`src/rtl/br_resolve_ctrl_if.sv`:
```
// rtl/br_resolve_ctrl_if.sv - decode/execute/fetch signal bundle for the branch resolution controller
interface br_resolve_ctrl_if #(
    parameter int ADDR_W = 32,
    parameter int CNT_W  = 16
);
    logic              br_valid;
    logic [5:0]        br_opcode;
    logic [ADDR_W-1:0] br_target;
    logic              flags_valid;
    logic              zeroF;
    logic              negF;
    logic              eqF;
    logic              stall_fe;
    logic              redirect_valid;
    logic [ADDR_W-1:0] redirect_pc;
    logic              flush;
    logic              busy;
    logic              timeout;
    logic [CNT_W-1:0]  br_total_cnt;
    logic [CNT_W-1:0]  br_taken_cnt;

    modport master (
        output br_valid, br_opcode, br_target, flags_valid, zeroF, negF, eqF,
        input  stall_fe, redirect_valid, redirect_pc, flush, busy, timeout,
               br_total_cnt, br_taken_cnt
    );

    modport slave (
        input  br_valid, br_opcode, br_target, flags_valid, zeroF, negF, eqF,
        output stall_fe, redirect_valid, redirect_pc, flush, busy, timeout,
               br_total_cnt, br_taken_cnt
    );
endinterface

```
`src/rtl/br_resolve_ctrl.sv`:
```
// rtl/br_resolve_ctrl.sv - conditional branch resolution sequencer with redirect, flush and statistics
module br_resolve_ctrl #(
    parameter int ADDR_W       = 32,
    parameter int FLUSH_CYCLES = 2,
    parameter int MAX_WAIT     = 15,
    parameter int CNT_W        = 16
) (
    input logic           clk,
    input logic           rst,
    br_resolve_ctrl_if.slave bus
);
    localparam logic [1:0] ST_IDLE     = 2'd0;
    localparam logic [1:0] ST_WAIT     = 2'd1;
    localparam logic [1:0] ST_REDIRECT = 2'd2;
    localparam logic [1:0] ST_FLUSH    = 2'd3;

    localparam logic [5:0] OP_BEQ  = 6'b001110;
    localparam logic [5:0] OP_BNEQ = 6'b001111;
    localparam logic [5:0] OP_BLEZ = 6'b010000;
    localparam logic [5:0] OP_BGTZ = 6'b010001;

    localparam int WAIT_W = $clog2(MAX_WAIT + 1);
    localparam int FL_W   = $clog2(FLUSH_CYCLES + 1);

    logic [1:0]        state;
    logic [5:0]        op_q;
    logic [ADDR_W-1:0] target_q;
    logic [WAIT_W-1:0] wait_cnt;
    logic [FL_W-1:0]   fl_cnt;
    logic              timeout_q;
    logic [CNT_W-1:0]  total_q;
    logic [CNT_W-1:0]  taken_q;
    logic              is_branch;
    logic              cond_taken;

    always_comb begin
        is_branch = (bus.br_opcode == OP_BEQ)  || (bus.br_opcode == OP_BNEQ) ||
                    (bus.br_opcode == OP_BLEZ) || (bus.br_opcode == OP_BGTZ);
    end

    // Only the latched opcode selects the condition; flags feed state, never outputs.
    always_comb begin
        cond_taken = 1'b0;
        case (op_q)
            OP_BEQ:  cond_taken = bus.eqF;
            OP_BNEQ: cond_taken = ~bus.eqF;
            OP_BLEZ: cond_taken = bus.negF | bus.zeroF;
            OP_BGTZ: cond_taken = ~bus.negF & ~bus.zeroF;
            default: cond_taken = 1'b0;
        endcase
    end

    always_ff @(posedge clk or posedge rst) begin
        if (rst) begin
            state     <= ST_IDLE;
            op_q      <= '0;
            target_q  <= '0;
            wait_cnt  <= '0;
            fl_cnt    <= '0;
            timeout_q <= 1'b0;
            total_q   <= '0;
            taken_q   <= '0;
        end else begin
            timeout_q <= 1'b0;
            case (state)
                ST_IDLE: begin
                    if (bus.br_valid && is_branch) begin
                        op_q     <= bus.br_opcode;
                        target_q <= bus.br_target;
                        wait_cnt <= '0;
                        state    <= ST_WAIT;
                    end
                end
                ST_WAIT: begin
                    if (bus.flags_valid) begin
                        if (total_q != {CNT_W{1'b1}}) total_q <= total_q + 1'b1;
                        if (cond_taken) begin
                            if (taken_q != {CNT_W{1'b1}}) taken_q <= taken_q + 1'b1;
                            state <= ST_REDIRECT;
                        end else begin
                            state <= ST_IDLE;
                        end
                    end else if (wait_cnt == WAIT_W'(MAX_WAIT - 1)) begin
                        timeout_q <= 1'b1;
                        state     <= ST_IDLE;
                    end else begin
                        wait_cnt <= wait_cnt + 1'b1;
                    end
                end
                ST_REDIRECT: begin
                    // The redirect cycle already counts as the first flush cycle.
                    if (FLUSH_CYCLES > 1) begin
                        fl_cnt <= FL_W'(FLUSH_CYCLES - 1);
                        state  <= ST_FLUSH;
                    end else begin
                        state <= ST_IDLE;
                    end
                end
                ST_FLUSH: begin
                    fl_cnt <= fl_cnt - 1'b1;
                    if (fl_cnt <= FL_W'(1)) state <= ST_IDLE;
                end
                default: state <= ST_IDLE;
            endcase
        end
    end

    assign bus.stall_fe       = (state != ST_IDLE);
    assign bus.busy           = (state != ST_IDLE);
    assign bus.redirect_valid = (state == ST_REDIRECT);
    assign bus.redirect_pc    = (state == ST_REDIRECT) ? target_q : '0;
    assign bus.flush          = (state == ST_REDIRECT) || (state == ST_FLUSH);
    assign bus.timeout        = timeout_q;
    assign bus.br_total_cnt   = total_q;
    assign bus.br_taken_cnt   = taken_q;
endmodule

```
`src/flat_wrapper.sv`:
```
// flat-port wrapper written by rule: the top's interface ports become plain ports
module br_resolve_ctrl_flat 
#(
    parameter int ADDR_W       = 32,
    parameter int FLUSH_CYCLES = 2,
    parameter int MAX_WAIT     = 15,
    parameter int CNT_W        = 16
)
  (clk, rst, bus_br_valid, bus_br_opcode, bus_br_target, bus_flags_valid, bus_zeroF, bus_negF, bus_eqF, bus_stall_fe, bus_redirect_valid, bus_redirect_pc, bus_flush, bus_busy, bus_timeout, bus_br_total_cnt, bus_br_taken_cnt);
  br_resolve_ctrl_if #(.ADDR_W(ADDR_W), .CNT_W(CNT_W)) bus_i ();
  input logic clk;
  input logic rst;
  input wire logic [$bits(bus_i.br_valid)-1:0] bus_br_valid;
  input wire logic [$bits(bus_i.br_opcode)-1:0] bus_br_opcode;
  input wire logic [$bits(bus_i.br_target)-1:0] bus_br_target;
  input wire logic [$bits(bus_i.flags_valid)-1:0] bus_flags_valid;
  input wire logic [$bits(bus_i.zeroF)-1:0] bus_zeroF;
  input wire logic [$bits(bus_i.negF)-1:0] bus_negF;
  input wire logic [$bits(bus_i.eqF)-1:0] bus_eqF;
  output wire logic [$bits(bus_i.stall_fe)-1:0] bus_stall_fe;
  output wire logic [$bits(bus_i.redirect_valid)-1:0] bus_redirect_valid;
  output wire logic [$bits(bus_i.redirect_pc)-1:0] bus_redirect_pc;
  output wire logic [$bits(bus_i.flush)-1:0] bus_flush;
  output wire logic [$bits(bus_i.busy)-1:0] bus_busy;
  output wire logic [$bits(bus_i.timeout)-1:0] bus_timeout;
  output wire logic [$bits(bus_i.br_total_cnt)-1:0] bus_br_total_cnt;
  output wire logic [$bits(bus_i.br_taken_cnt)-1:0] bus_br_taken_cnt;
  assign bus_i.br_valid = bus_br_valid;
  assign bus_i.br_opcode = bus_br_opcode;
  assign bus_i.br_target = bus_br_target;
  assign bus_i.flags_valid = bus_flags_valid;
  assign bus_i.zeroF = bus_zeroF;
  assign bus_i.negF = bus_negF;
  assign bus_i.eqF = bus_eqF;
  assign bus_stall_fe = bus_i.stall_fe;
  assign bus_redirect_valid = bus_i.redirect_valid;
  assign bus_redirect_pc = bus_i.redirect_pc;
  assign bus_flush = bus_i.flush;
  assign bus_busy = bus_i.busy;
  assign bus_timeout = bus_i.timeout;
  assign bus_br_total_cnt = bus_i.br_total_cnt;
  assign bus_br_taken_cnt = bus_i.br_taken_cnt;
  br_resolve_ctrl #(.ADDR_W(ADDR_W), .FLUSH_CYCLES(FLUSH_CYCLES), .MAX_WAIT(MAX_WAIT), .CNT_W(CNT_W)) u_core (.clk(clk), .rst(rst), .bus(bus_i));
endmodule
```
`config.mk`:
```
export PLATFORM = sky130hd
export DESIGN_NAME = br_resolve_ctrl_flat
export DESIGN_NICKNAME = d
export VERILOG_FILES = /design/src/rtl/br_resolve_ctrl_if.sv /design/src/rtl/br_resolve_ctrl.sv /design/src/flat_wrapper.sv
export SDC_FILE = /design/constraint.sdc
export NUM_CORES = 1
export LEC_CHECK = 0
export ABC_CLOCK_PERIOD_IN_PS = 5100
export CAP_MARGIN = 40
export CORE_UTILIZATION = 50
export DETAILED_ROUTE_END_ITERATION = 8
export PLACE_DENSITY = 0.87
export REMOVE_ABC_BUFFERS = 1
export SLEW_MARGIN = 20
export SYNTH_ARGS = -nofsm -noshare
export SYNTH_HDL_FRONTEND = slang
export SYNTH_SLANG_ARGS = --single-unit
```
`constraint.sdc`:
```
create_clock -name clk -period 5.1 [get_ports clk]
set_input_delay 0.765 -clock clk [delete_from_list [all_inputs] [get_ports clk]]
set_output_delay 0.765 -clock clk [all_outputs]
set_load 0.005 [all_outputs]
```
==> results of run 1 <==
[layout make-up]
cell class	instances	area [um2]	area share
repair buffers	117	1176	0.2234
multi-input cells	290	1720	0.3268
clock inverters	6	108.9	0.02067
clock buffers	10	127.6	0.02424
flip-flops and latches	79	1977	0.3755
inverters	8	31.28	0.005941
well taps	99	123.9	0.02353
[power by group through the flow]
stage / logic [mW] / clock network, mW / registers [mW]
2_1_floorplan: 0.280 / 0 / 0.907
5_1_grt: 0.630 / 0.578 / 0.954
6_report: 0.557 / 0.538 / 0.929
4_1_cts: 0.567 / 0.550 / 0.927
3_3_place_gp: 0.520 / 0 / 0.927
3_5_place_dp: 0.561 / 0 / 0.939
[cell usage in the layout, fill, tap and decap left out, types with 3 or more instances in the layout]
master / netlist / routed
ha_1: 5 / 5
nand3_1: 14 / 14
and3_1: 4 / 4
nor2_1: 15 / 15
xnor2_1: 10 / 10
nor4b_2: 4 / 4
mux2_2: 3 / 3
nand4_1: 5 / 5
inv_1: 8 / 7
bufinv_16: 0 / 3
nand2b_1: 6 / 6
clkdlybuf4s50_1: 0 / 113
xor2_1: 20 / 20
nor3_2: 6 / 6
clkinv_2: 0 / 3
and2_1: 35 / 35
dfrtp_1: 79 / 79
clkbuf_8: 0 / 9
a21oi_1: 4 / 4
nand2_1: 121 / 121
nor3_1: 6 / 6
a211oi_1: 4 / 4
[state kept, by name, summed over array words and instances, names as in the netlist, named ones only]
name                     cells
u_core.wait_cnt              4
u_core.fl_cnt                2
u_core.bus.br_taken_cnt     16
u_core.bus.timeout           1
u_core.target_q             32
u_core.state                 1
u_core.op_q                  6
u_core.bus.br_total_cnt     16
[Yosys cell counts (6+ instances only)]
master      n  share of area
and2_1     35          0.057
dfrtp_1    79           0.52
inv_1       8         0.0079
nand2_1   121           0.12
nand2b_1    6         0.0098
nand3_1    14          0.018
nor2_1     15          0.015
nor3_1      6         0.0079
nor3_2      6          0.016
xnor2_1    10          0.023
xor2_1     20          0.046
[per-stage QoR]
stage	cell area [um2]	util	instances	total power, mW	hold slack (ns)
6_report	5265	0.7182	609	2.024	0.4708
5_1_grt	5265	0.7182	609	2.161	0.4967
4_1_cts	5265	0.7182	609	2.044	0.4739
3_5_place_dp	5029	0.6860	593	1.499	0.4539
3_3_place_gp	4999	0.6819	591	1.447	0.4507
2_1_floorplan	3725	-	377	1.186	0.4374
[routing by layer]
layer / vias up / wire length [um] / GRT usage
met5: - / 0 / 0
met4: 0 / 105 / 0.09091
met3: 8 / 394 / 0.04524
met2: 85 / 4285 / 0.3893
met1: 1497 / 3679 / 0.2753
li1: 1499 / - / -
[worst reg2reg max path: stages (launching register included)]
cell and delay (ns):
dfrtp_1 0.44, ha_1 0.26, and4_1 0.26, and3_1 0.20, and3_4 0.25, nor2_1 0.20, mux2_2 0.35
[how the worst min path moves through the flow]
| stage | from | to | slack [ns] | depth (start not counted) |
|---|---|---|---|---|
| 5_1_grt | u_core.target_q[30] | u_core.target_q[30] | 0.50 | 2 |
| 2_1_floorplan | u_core.target_q[0] | u_core.target_q[0] | 0.44 | 2 |
| 4_1_cts | u_core.target_q[25] | u_core.target_q[25] | 0.47 | 2 |
| 6_report | u_core.target_q[16] | u_core.target_q[16] | 0.47 | 2 |
| 3_5_place_dp | u_core.target_q[16] | u_core.target_q[16] | 0.45 | 2 |
| 3_3_place_gp | u_core.target_q[16] | u_core.target_q[16] | 0.45 | 2 |
[kinds of logic after synthesis]
kind of cell | after synthesis | synth area share
and+or+nand+nor | 234 | 0.3193
buffers and inverters | 24 | 0.03402
AOI/OAI and AO/OA | 18 | 0.03599
xor gates and xnor gates | 30 | 0.06869
muxes | 3 | 0.008832
adders and majority gates | 5 | 0.01636
DFF | 79 | 0.5168
==> results.txt, run 1 <==
DR DRC count = 0
Worst path buffer plus inverter count = 2
Fraction of layout instances using a drive strength above 1 = 0.08235
Post-route minimum period = 2.854 ns
Root Driver = clkbuf_8
Die height = 89.47 um
RSZ-0062 raised after global routing = no
Worst path cell trace = nor2b_2 -> buf_8 -> and2_1 -> clkdlybuf4s50_1
Int Pwr = 1.438 mW
Post-cts sizing count = 0
Post-synthesis sequential area ratio = 0.5168
Antenna violations before repair = 0
Vias = 3,089
Setup violators final = 0
Detailed Routing Iterations Pass 1 = 4
Mean Syn Cell Area = 9.733 um2
CP Max Fanout = 28
Total Die Area = 8004 um2
Number of enable-type register cells in the synthesized netlist = 0
DPL Wire Length = 6046 um
Clock Latency Late Sink = 0.33 ns
Capture point of the worst path = bus_redirect_pc[3]
Crit share post-route = 0.5595
First-pass GRT wire length = 13,690 um
CP Depth = 4
# nets final = 555
Comb power frac = 0.275
Ys async rst share = 1.000
Tightest Hold Check Type = flop to flop
Peak VDD IR = 0.2287 mV
Layout Skew = 0.007811 ns
Gpl congestion = 0.8183
GRT Overall Usage = 0.2245
Worst R2R Path Depth = 6
Worst-Margin Slew = 0.7541 ns
Grt ovf = 0
Number of global-route vias before repair = 3,006
Max-slew violation count = 0
Final Hold Fails = 0
Setup WS post-layout = 2.246 ns
Layout filler cell count = 526
Leak = 2.432 nW
Max_slew headroom = 0.4973
# diodes = 0
Postcts setup bufs = 0
I/O Buffers = 113
Setup TNS = 0 ns
Die Span X = 89.47 um
Top delay family on crit path = buffers and inverters
Setup CP Type = flop to primary output
Number of max-cap violations = 0
Sw power = 586.1 uW
Starting Density = 0.5218
CTS Buffer Depth = 2
Reg2reg start = u_core.bus.br_taken_cnt[0]
Cts bufs inserted = 9
Clk sinks = 79
P&R area growth vs syn = 37.65%
Startpoint types = flop
Synth Instances = 393
# hold bufs at CTS = 0
Seq pwr share = 0.459
WL/cell = 13.90 um
Routed Antenna Nets = 0
IO Count = 114
Drt total wl = 8465 um
Synth Register Bits = 79
Worst r2r dst = u_core.bus.br_taken_cnt[1]
Sw Ratio = 0.2896
Synth Cell Area = 3825 um2
Primary FF master, synth = dfrtp_1
Core region area = 7331 um2
Vias per inst = 5.072
Critical path's largest stage delay = 0.55 ns
Worst-path clk slew = 0.08 ns
Crit path required time = 4.34 ns
Site row count = 31
DP Worst Slack = 2.177 ns
Crit end category = primary output
Clk pwr share = 0.266
H-tree lvl count = 3
Worst path slowest cell = dfrtp_1
Arr. time, crit path = 2.09 ns
TritonCTS clock tree = built
Warnings, synthesis = 0
Fmax = 350.4 MHz
Initial DRC Count = 102
Status = completed
Largest net degree at the start of global routing = 63
Power per cell area = 384.4 nW/um2
Post-synth cell types = 44
Reg2Reg Setup Slack = 3.02 ns
Note: power is estimated with default switching activity, not from simulation.
==> run 2: changes to the inputs <==
--- a/config.mk
+++ b/config.mk
@@ -5,11 +5,11 @@
 export SDC_FILE = /design/constraint.sdc
 export NUM_CORES = 1
 export LEC_CHECK = 0
-export ABC_CLOCK_PERIOD_IN_PS = 5100
+export ABC_CLOCK_PERIOD_IN_PS = 2800
 export CAP_MARGIN = 40
-export CORE_UTILIZATION = 50
+export CORE_UTILIZATION = 47
 export DETAILED_ROUTE_END_ITERATION = 8
-export PLACE_DENSITY = 0.87
+export PLACE_DENSITY = 0.83
 export REMOVE_ABC_BUFFERS = 1
 export SLEW_MARGIN = 20
 export SYNTH_ARGS = -nofsm -noshare
==> constraint.sdc (replaced) <==
create_clock -name clk -period 2.8 [get_ports clk]
set_input_delay 0.42 -clock clk [delete_from_list [all_inputs] [get_ports clk]]
set_output_delay 0.42 -clock clk [all_outputs]
set_load 0.005 [all_outputs]
==> run 2 against run 1 <==
- clock power up 58%
- flip-flop and latch count unchanged
- first-iteration DRC count up 2.0%
- critical path depth unchanged
- combinational power up 78%
- highest routed layer unchanged
- setup slack worse by 2.0 ns
- sequential share of layout area up 0.22 points
==> results.txt, run 2 (synthesis gave the netlist of run 1 again) <==
Status = completed
Grt ovf = 0 (unchanged)
Layout Skew = 0.01159 ns (+0.003782 ns)
CTS Buffer Depth = 2 (unchanged)
Tightest Hold Check Type = primary input to asynchronous set/reset pin
DR DRC count = 0 (unchanged)
P&R area growth vs syn = 36.83%
Die Span X = 92.21 um (+3.1%)
Max-slew violation count = 0 (unchanged)
Startpoint types = flop
TritonCTS clock tree = built
Post-route minimum period = 2.509 ns
# nets final = 556 (+0.18%)
Peak VDD IR = 0.4332 mV (+89%)
Root Driver = clkbuf_8
Postcts setup bufs = 0 (unchanged)
Number of max-cap violations = 0 (unchanged)
Commonest non-fill, non-tap cell in the layout = nand2_1
Vias per inst = 5.005 (-1.3%)
Antenna violations before repair = 0 (unchanged)
CP Max Fanout = 33 (+18%)
GRT Overall Usage = 0.2124 (-0.01211)
Leak = 2.408 nW (-0.99%)
Crit end category = primary output
Tot Pwr = 3.543 mW (+75%)
# hold bufs at CTS = 0 (unchanged)
Routed Antenna Nets = 0 (unchanged)
Crit share post-route = 0.8959
Post-DP Area = 5035 um2 (+0.12%)
Worst-path clk slew = 0.09 ns (about the same)
Top reg by flops = u_core.target_q
Clock Latency Late Sink = 0.35 ns (+0.02 ns)
Core region area = 7807 um2 (+6.5%)
Vias = 3,068 (-0.68%)
Detailed Routing Iterations Pass 1 = 4 (unchanged)
Layout filler cell count = 638 (+21%)
First-pass GRT wire length = 14,100 um (+3.0%)
Initial DRC Count = 104 (+2.0%)
Most frequent cells in the layout = nand2_1 (121), clkdlybuf4s50_1 (113), dfrtp_1 (79)
Gpl congestion = 0.7890 (-3.6%)
Post-cts sizing count = 0 (unchanged)
Number of global-route vias before repair = 3,076 (+2.3%)
Setup violators final = 0 (unchanged)
I/O Buffers = 113 (unchanged)
Arr. time, crit path = 2.09 ns (about the same)
Total Die Area = 8503 um2 (+6.2%)
Worst-Margin Slew = 0.5720 ns (-0.1821 ns)
Setup WS post-layout = 0.2915 ns (-1.955 ns)
Fraction of layout instances using a drive strength above 1 = 0.08219 (-0.0001612)
WL/cell = 13.80 um (-0.69%)
Crit path required time = 2.38 ns (-1.96 ns)
Setup TNS = 0 ns (unchanged)
# diodes = 0 (unchanged)
Clk sinks = 79 (unchanged)
DP Worst Slack = 0.3694 ns (-1.807 ns)
IO Count = 114 (unchanged)
Setup CP Type = flop to primary output
RSZ-0062 raised after global routing = no
Util after Layout = 0.6704 (-0.04786)
Starting Density = 0.4899 (-0.03186)
Die height = 92.21 um (+3.1%)
Cts bufs inserted = 9 (unchanged)
Max_slew headroom = 0.6182 (+0.1210)
Largest net degree at the start of global routing = 48 (-24%)
Drt total wl = 8462 um (about the same)
Max FFs per register = 32 (unchanged)
Fmax = 398.6 MHz
Post-route cell area = 5234 um2 (-0.59%)
Final Hold Fails = 0 (unchanged)
DPL Wire Length = 6034 um (-0.19%)
Power per cell area = 676.9 nW/um2 (+76%)
H-tree lvl count = 3 (unchanged)
Site row count = 32 (+3.2%)
## run 2: changes by cell type in the layout (fill, tap and decap cells not counted), sizes merged
cell / previous run / this run
clkinv: 4 / 2
buf: 4 / 5
clkbuf: 10 / 11
clkinvlp: 0 / 3
bufinv: 3 / 1
## run 2: metrics by stage
stage	std cells	hold slack (ns)
after floorplan	377	0.4374
after global placement	597	0.4488
after detailed placement	597	0.4556
after CTS	613	0.4450
after global routing	613	0.4739
final	613	0.4379
## run 2: metal layers
| layer | track usage | routed length [um] |
|---|---|---|
| met1 | 0.2691 | 3787 |
| met2 | 0.3476 | 4107 |
| met3 | 0.04312 | 437 |
| met4 | 0.1029 | 129 |
| met5 | 0 | 0 |
## run 2: area by class of cell
type | instances | area, um2 | area share
clock buffers | 11 | 141.4 | 0.02701
repair buffers | 118 | 1181 | 0.2257
well taps | 102 | 127.6 | 0.02438
multi-input cells | 290 | 1718 | 0.3282
flip-flops and latches | 79 | 1977 | 0.3777
inverters | 8 | 31.28 | 0.005977
clock inverters | 5 | 57.56 | 0.01100
## run 2: power by group
part	internal, mW	switching [mW]
Sequential	1.45	0.244
Clock	0.435	0.416
Combinational	0.565	0.429
## run 2: critical path, cell delays in order (launching register included)
cell and delay [ns]:
dfrtp_1 0.58, nor2b_1 0.18, buf_4 0.28, and2_1 0.18, clkdlybuf4s50_1 0.51
## run 2: final timing paths
check	start	endpoint	slack, ns	cells after the start
min in group clk	u_core.target_q[11]	u_core.target_q[11]	0.47	2
max in group asynchronous	rst	u_core.op_q[3]	1.71	3
worst min register to register	u_core.target_q[11]	u_core.target_q[11]	0.47	2
worst max register to register	u_core.bus.br_taken_cnt[0]	u_core.bus.br_taken_cnt[1]	0.71	6
worst max-delay path	flop	bus_redirect_pc[8]	0.29	4
worst min-delay path	rst	u_core.target_q[0]	0.44	2
==> variant 1: new RTL, config.mk and constraints of run 2 <==
Register the output `bus.redirect_pc`, without a reset; this adds one clock of latency there.
--- a/src/rtl/br_resolve_ctrl.sv
+++ b/src/rtl/br_resolve_ctrl.sv
@@ -108,7 +108,9 @@
     assign bus.stall_fe       = (state != ST_IDLE);
     assign bus.busy           = (state != ST_IDLE);
     assign bus.redirect_valid = (state == ST_REDIRECT);
-    assign bus.redirect_pc    = (state == ST_REDIRECT) ? target_q : '0;
+    always_ff @(posedge clk) begin
+        bus.redirect_pc <= (state == ST_REDIRECT) ? target_q : '0;
+    end
     assign bus.flush          = (state == ST_REDIRECT) || (state == ST_FLUSH);
     assign bus.timeout        = timeout_q;
     assign bus.br_total_cnt   = total_q;
Function: changed (Yosys sat finds a counterexample within 4 cycles, from zero or initial values and one cycle with rst high).
==> variant 1 against run 2 <==
The run now ends with DRC left; sequential cell count is 32 higher; total power is 14% higher; cell area is 10% higher; hold slack worse by 0.029 ns; first-iteration DRC count is 51% higher; area after synthesis is 13% higher; setup slack better by 0.31 ns; routed wire length is 8.6% higher; largest cell class unchanged; sequential share of layout area is 7.6 points higher.
==> variant 1: results (changes against run 2) <==
| Metric | Value |
|---|---|
| Outcome | `complete, but fails checks` |
| Failing checks | `DRC` |
| Multi-input logic area | `1590 um2 (-7.3%)` |
| Met1 GRT Util | `27.7% (+0.84 points)` |
| Clk_skew | `0.00940 ns (-0.00220 ns)` |
| Top area cells in the synthesized netlist | `dfrtp_1, dfxtp_1, nand2_1` |
| Final min period | `2.20 ns (-0.307 ns)` |
| Synth cell types | `41 (-6.8%)` |
| DP HPWL | `6.56 mm (+8.8%)` |
| # clk buffers | `9 (-2)` |
| # fillers | `709 (+11%)` |
| Vias per cell | `5.07 (+1.4%)` |
| DRC | `14 (+14)` |
| GR Util met2 | `32.0% (-2.7 points)` |
| Compound-gate portion of the synthesized area | `3.66% (+0.064 points)` |
| DR iter-0 viols | `157 (+51%)` |
| Number of non-clock buffers | `117 (-0.85%)` |
| Vias in the first global route | `3164 (+2.9%)` |
| CTS clk-pin slew, worst paths | `0.12 ns (+0.03 ns)` |
| Seq area share | `45.4% (+7.6 points)` |
| FF-to-FF setup slack | `0.76 ns (+0.05 ns)` |
| Routability cong. | `0.817 (+3.6%)` |
| Data buffer area share | `20.6% (-2.0 points)` |
| WL final | `9.19 mm (+8.6%)` |
| Leakage | `0.00265 uW (+10%)` |
| Adder-cell share of the synthesized area | `1.44% (-0.19 points)` |
| Drt pass-1 iters | `7 (+3)` |
| Clk Latency, worst-skew pair | `0.37 ns (+0.02 ns)` |
| Multi-input comb cells | `291 (+0.34%)` |
| Yosys Warn Count | `0 (unchanged)` |
| Seq cells | `111 (+41%)` |
| Antenna Cells | `0 (unchanged)` |
| XOR/XNOR Fraction of Synth Area | `5.65% (-1.2 points)` |
| Fraction of registers with async set/reset | `71.2% (-29 points)` |
| Non-CTS inverters | `9 (+1)` |
| Mux contribution to synthesized area | `0.260% (-0.62 points)` |
| Worst slack at placement | `0.399 ns (+0.0293 ns)` |
| Sequential area share after synthesis | `60.3% (+8.6 points)` |
| Global Route met3 Usage | `4.94% (+0.63 points)` |
| Gr usage total | `20.2% (-1.0 points)` |
| Hold Path Class | `primary input to async pin` |
| First-pass GRT wire length | `15.3 mm (+8.8%)` |
| VDD IR-drop max | `336 uV (-22%)` |
| Top cells by count, synth | `nand2_1, dfrtp_1, and2_1` |
| Clock network share of area | `3.49% (-0.31 points)` |
| Nets | `589 (+5.9%)` |
| Slew headroom | `60.3% (-1.5 points)` |
| Peak fanout along the critical path | `13 (-61%)` |
| Share of layout cells above drive strength 1 | `5.51% (-2.7 points)` |
| Postcts setup bufs | `0 (unchanged)` |
-- variant 1: changes by cell type after synthesis, sizes merged, moves of 5 or more --
cell / delta
dfxtp: +32
nand2: +5
nand2b: -5
xnor2: +5
xor2: -7
-- variant 1: layer usage --
layer | part of all wire [%] | up-vias
met1 | 45 | 1576
met3 | 7.3 | 11
li1 | - | 1602
met2 | 47 | 119
met4 | 0.84 | 0
met5 | 0 | -
-- variant 1: final timing paths --
| kind | depth (start not counted) | from | to |
|---|---|---|---|
| max in group asynchronous | 3 | rst | u_core.target_q[10] |
| worst max register to register | 6 | flop | u_core.bus.br_taken_cnt[12] |
| worst max-delay path | 2 | flop | bus_redirect_valid |
| worst min register to register | 2 | u_core.target_q[10] | u_core.target_q[10] |
| worst min-delay path | 2 | rst | u_core.target_q[3] |
| min in group clk | 2 | u_core.target_q[10] | u_core.target_q[10] |
-- variant 1: through the flow --
stage	instance area, um2	total power (uW)	cells	hold WS [ns]	utilization, %
4_1_cts	5770	4080	652	0.420	65.2
6_report	5770	4040	652	0.408	65.2
3_3_place_gp	5570	3070	636	0.449	62.9
2_1_floorplan	4240	2620	411	0.437	-
3_5_place_dp	5570	3140	636	0.454	62.9
5_1_grt	5770	4310	652	0.465	65.2
-- variant 1: report_power, final --
group | internal [uW] | total, uW | switching, uW
Clock | 355 | 949 | 594
Sequential | 1960 | 2200 | 242
Combinational | 498 | 887 | 389
Total | 2820 | 4040 | 1230
-- variant 1: worst max-delay path: stages, from the launching register on --
cell             delay, ns
dfrtp_1               0.58
nor2b_2               0.25
clkdlybuf4s50_1       0.59
==> variant 2: new RTL, config.mk and constraints of run 2 <==
Without the edit above. `ADDR_W` is set to 32 in 3 places; all go to 16.
--- a/src/rtl/br_resolve_ctrl_if.sv
+++ b/src/rtl/br_resolve_ctrl_if.sv
@@ -1,6 +1,6 @@
 // rtl/br_resolve_ctrl_if.sv - decode/execute/fetch signal bundle for the branch resolution controller
 interface br_resolve_ctrl_if #(
-    parameter int ADDR_W = 32,
+    parameter int ADDR_W = 16,
     parameter int CNT_W  = 16
 );
     logic              br_valid;
--- a/src/rtl/br_resolve_ctrl.sv
+++ b/src/rtl/br_resolve_ctrl.sv
@@ -1,6 +1,6 @@
 // rtl/br_resolve_ctrl.sv - conditional branch resolution sequencer with redirect, flush and statistics
 module br_resolve_ctrl #(
-    parameter int ADDR_W       = 32,
+    parameter int ADDR_W       = 16,
     parameter int FLUSH_CYCLES = 2,
     parameter int MAX_WAIT     = 15,
     parameter int CNT_W        = 16
--- a/src/flat_wrapper.sv
+++ b/src/flat_wrapper.sv
@@ -1,7 +1,7 @@
 // flat-port wrapper written by rule: the top's interface ports become plain ports
 module br_resolve_ctrl_flat 
 #(
-    parameter int ADDR_W       = 32,
+    parameter int ADDR_W       = 16,
     parameter int FLUSH_CYCLES = 2,
     parameter int MAX_WAIT     = 15,
     parameter int CNT_W        = 16
Ports: changed (resized bus_br_target and bus_redirect_pc); port bits go from 114 to 82. No check against the original RTL was run, so the function may have changed too.
==> variant 2 against run 2 <==
Cell area down 19%; area after synthesis down 19%; critical path type unchanged; sequential cell count down 16; synthesized cell count down 19%; total power down 16%; clock power up 0.5%; routed wire length down 15%; setup slack better by 0.099 ns; count of clock-buffer cells in the layout down 1; sequential share of layout area down 0.57 points; maximum frequency up 4.1%.
==> variant 2: results (changes against run 2) <==
| Metric | Value |
|---|---|
| First-pass GRT wire length | `12.0 mm (-15%)` |
| Avg Cell Area, Syn | `9.81 um2 (+0.82%)` |
| Worst setup path endpoint | `bus_redirect_pc[1]` |
| Port Buffers | `81 (-28%)` |
| Final min period | `2.41 ns (-0.0993 ns)` |
| Peak fanout along the critical path | `17 (-48%)` |
| Largest net degree at the start of global routing | `64 (+33%)` |
| GR Util met2 | `36.9% (+2.1 points)` |
| Sequential area share after synthesis | `50.7% (-1.0 points)` |
| FF-to-FF setup slack | `0.73 ns (+0.02 ns)` |
| Routability cong. | `0.766 (-2.9%)` |
| Worst slack at placement | `0.380 ns (+0.0102 ns)` |
| Met2 wire length | `3.68 mm (-11%)` |
| Met1 wire length | `3.17 mm (-16%)` |
| CTS clk-pin slew, worst paths | `0.07 ns (-0.02 ns)` |
| Met3 WL | `246 um (-44%)` |
| Global Route met3 Usage | `4.08% (-0.24 points)` |
| Placed cell area | `4030 um2 (-20%)` |
| Vias in the first global route | `2560 (-17%)` |
| Met1 GRT Util | `27.6% (+0.66 points)` |
| Placed insts | `469 (-21%)` |
| Gr usage total | `21.8% (+0.51 points)` |
| CTS Buf Count | `9 (unchanged)` |
| Avg WL per Cell | `14.9 um (+7.6%)` |
| DP HPWL | `5.11 mm (-15%)` |
| DR iter-0 viols | `132 (+27%)` |
| Critical Path AT | `1.99 ns (-0.10 ns)` |
| Synth cell types | `49 (+11%)` |
| Top cells by count, synth | `nand2_1, dfrtp_1, xor2_1` |
| Share of layout cells above drive strength 1 | `9.56% (+1.3 points)` |
| Reg2Reg Capture Point | `u_core.bus.br_taken_cnt[9]` |
| FF-to-FF path depth | `6 (unchanged)` |
| Family with the most delay on the worst path | `buffers and inverters` |
| Vias per cell | `5.43 (+8.5%)` |
| Clk_skew | `0.00988 ns (-0.00171 ns)` |
| Leakage | `0.00194 uW (-20%)` |
| Top area cells in the synthesized netlist | `dfrtp_1, nand2_1, xor2_1` |
| Outcome | `completed` |
| Nets | `437 (-21%)` |
| Slew @ Worst Pin | `0.448 ns (-0.124 ns)` |
| Postcts setup bufs | `0 (unchanged)` |
==> variant 2: cell count changes in the layout (fill, tap and decap cells not counted), moves of 4 or more <==
cell	change
dfrtp_1	-16
nand4_1	+4
nor4_1	+4
nand2_1	-47
o21ai_0	+6
and2_1	-18
clkdlybuf4s50_1	-32
nor3_2	-6
xnor2_1	-4
==> variant 2: cell type report <==
type                    count  area [um2]
clock buffers              10         128
clock inverters             6        85.1
fillers                   502        2150
inverters                   6        22.5
multi-input cells         234        1450
flip-flops and latches     63        1580
well taps                  77        96.3
repair buffers             89         883
==> variant 2: kinds of logic (layout without fill, tap and decap cells) <==
| logic type | count (synthesis) | count (layout) | share of synthesized area [%] |
|---|---|---|---|
| multiplexers | 3 | 3 | 1.09 |
| XOR/XNOR | 24 | 24 | 6.76 |
| AND/OR/NAND/NOR | 174 | 174 | 30.4 |
| buffers and inverters | 20 | 111 | 3.02 |
| AO/OA/AOI/OAI | 28 | 28 | 6.07 |
| flip-flops | 63 | 63 | 50.7 |
| adder cells (fa/ha/maj) | 5 | 5 | 2.01 |
==> variant 2: power by group <==
part	total [uW]	switching (uW)	internal (uW)
registers	1370	227	1140
logic	748	340	409
clock network	855	357	498
total	2970	924	2050
==> variant 2: worst min-delay path by stage <==
stage / from / end / slack (ns) / depth (start not counted)
6_report: rst / u_core.bus.br_taken_cnt[15] / 0.46 / 3
5_1_grt: rst / u_core.bus.br_taken_cnt[0] / 0.49 / 3
4_1_cts: rst / u_core.bus.br_taken_cnt[0] / 0.46 / 3
3_5_place_dp: u_core.target_q[1] / u_core.target_q[1] / 0.45 / 2
3_3_place_gp: u_core.target_q[1] / u_core.target_q[1] / 0.45 / 2
2_1_floorplan: u_core.target_q[0] / u_core.target_q[0] / 0.44 / 2
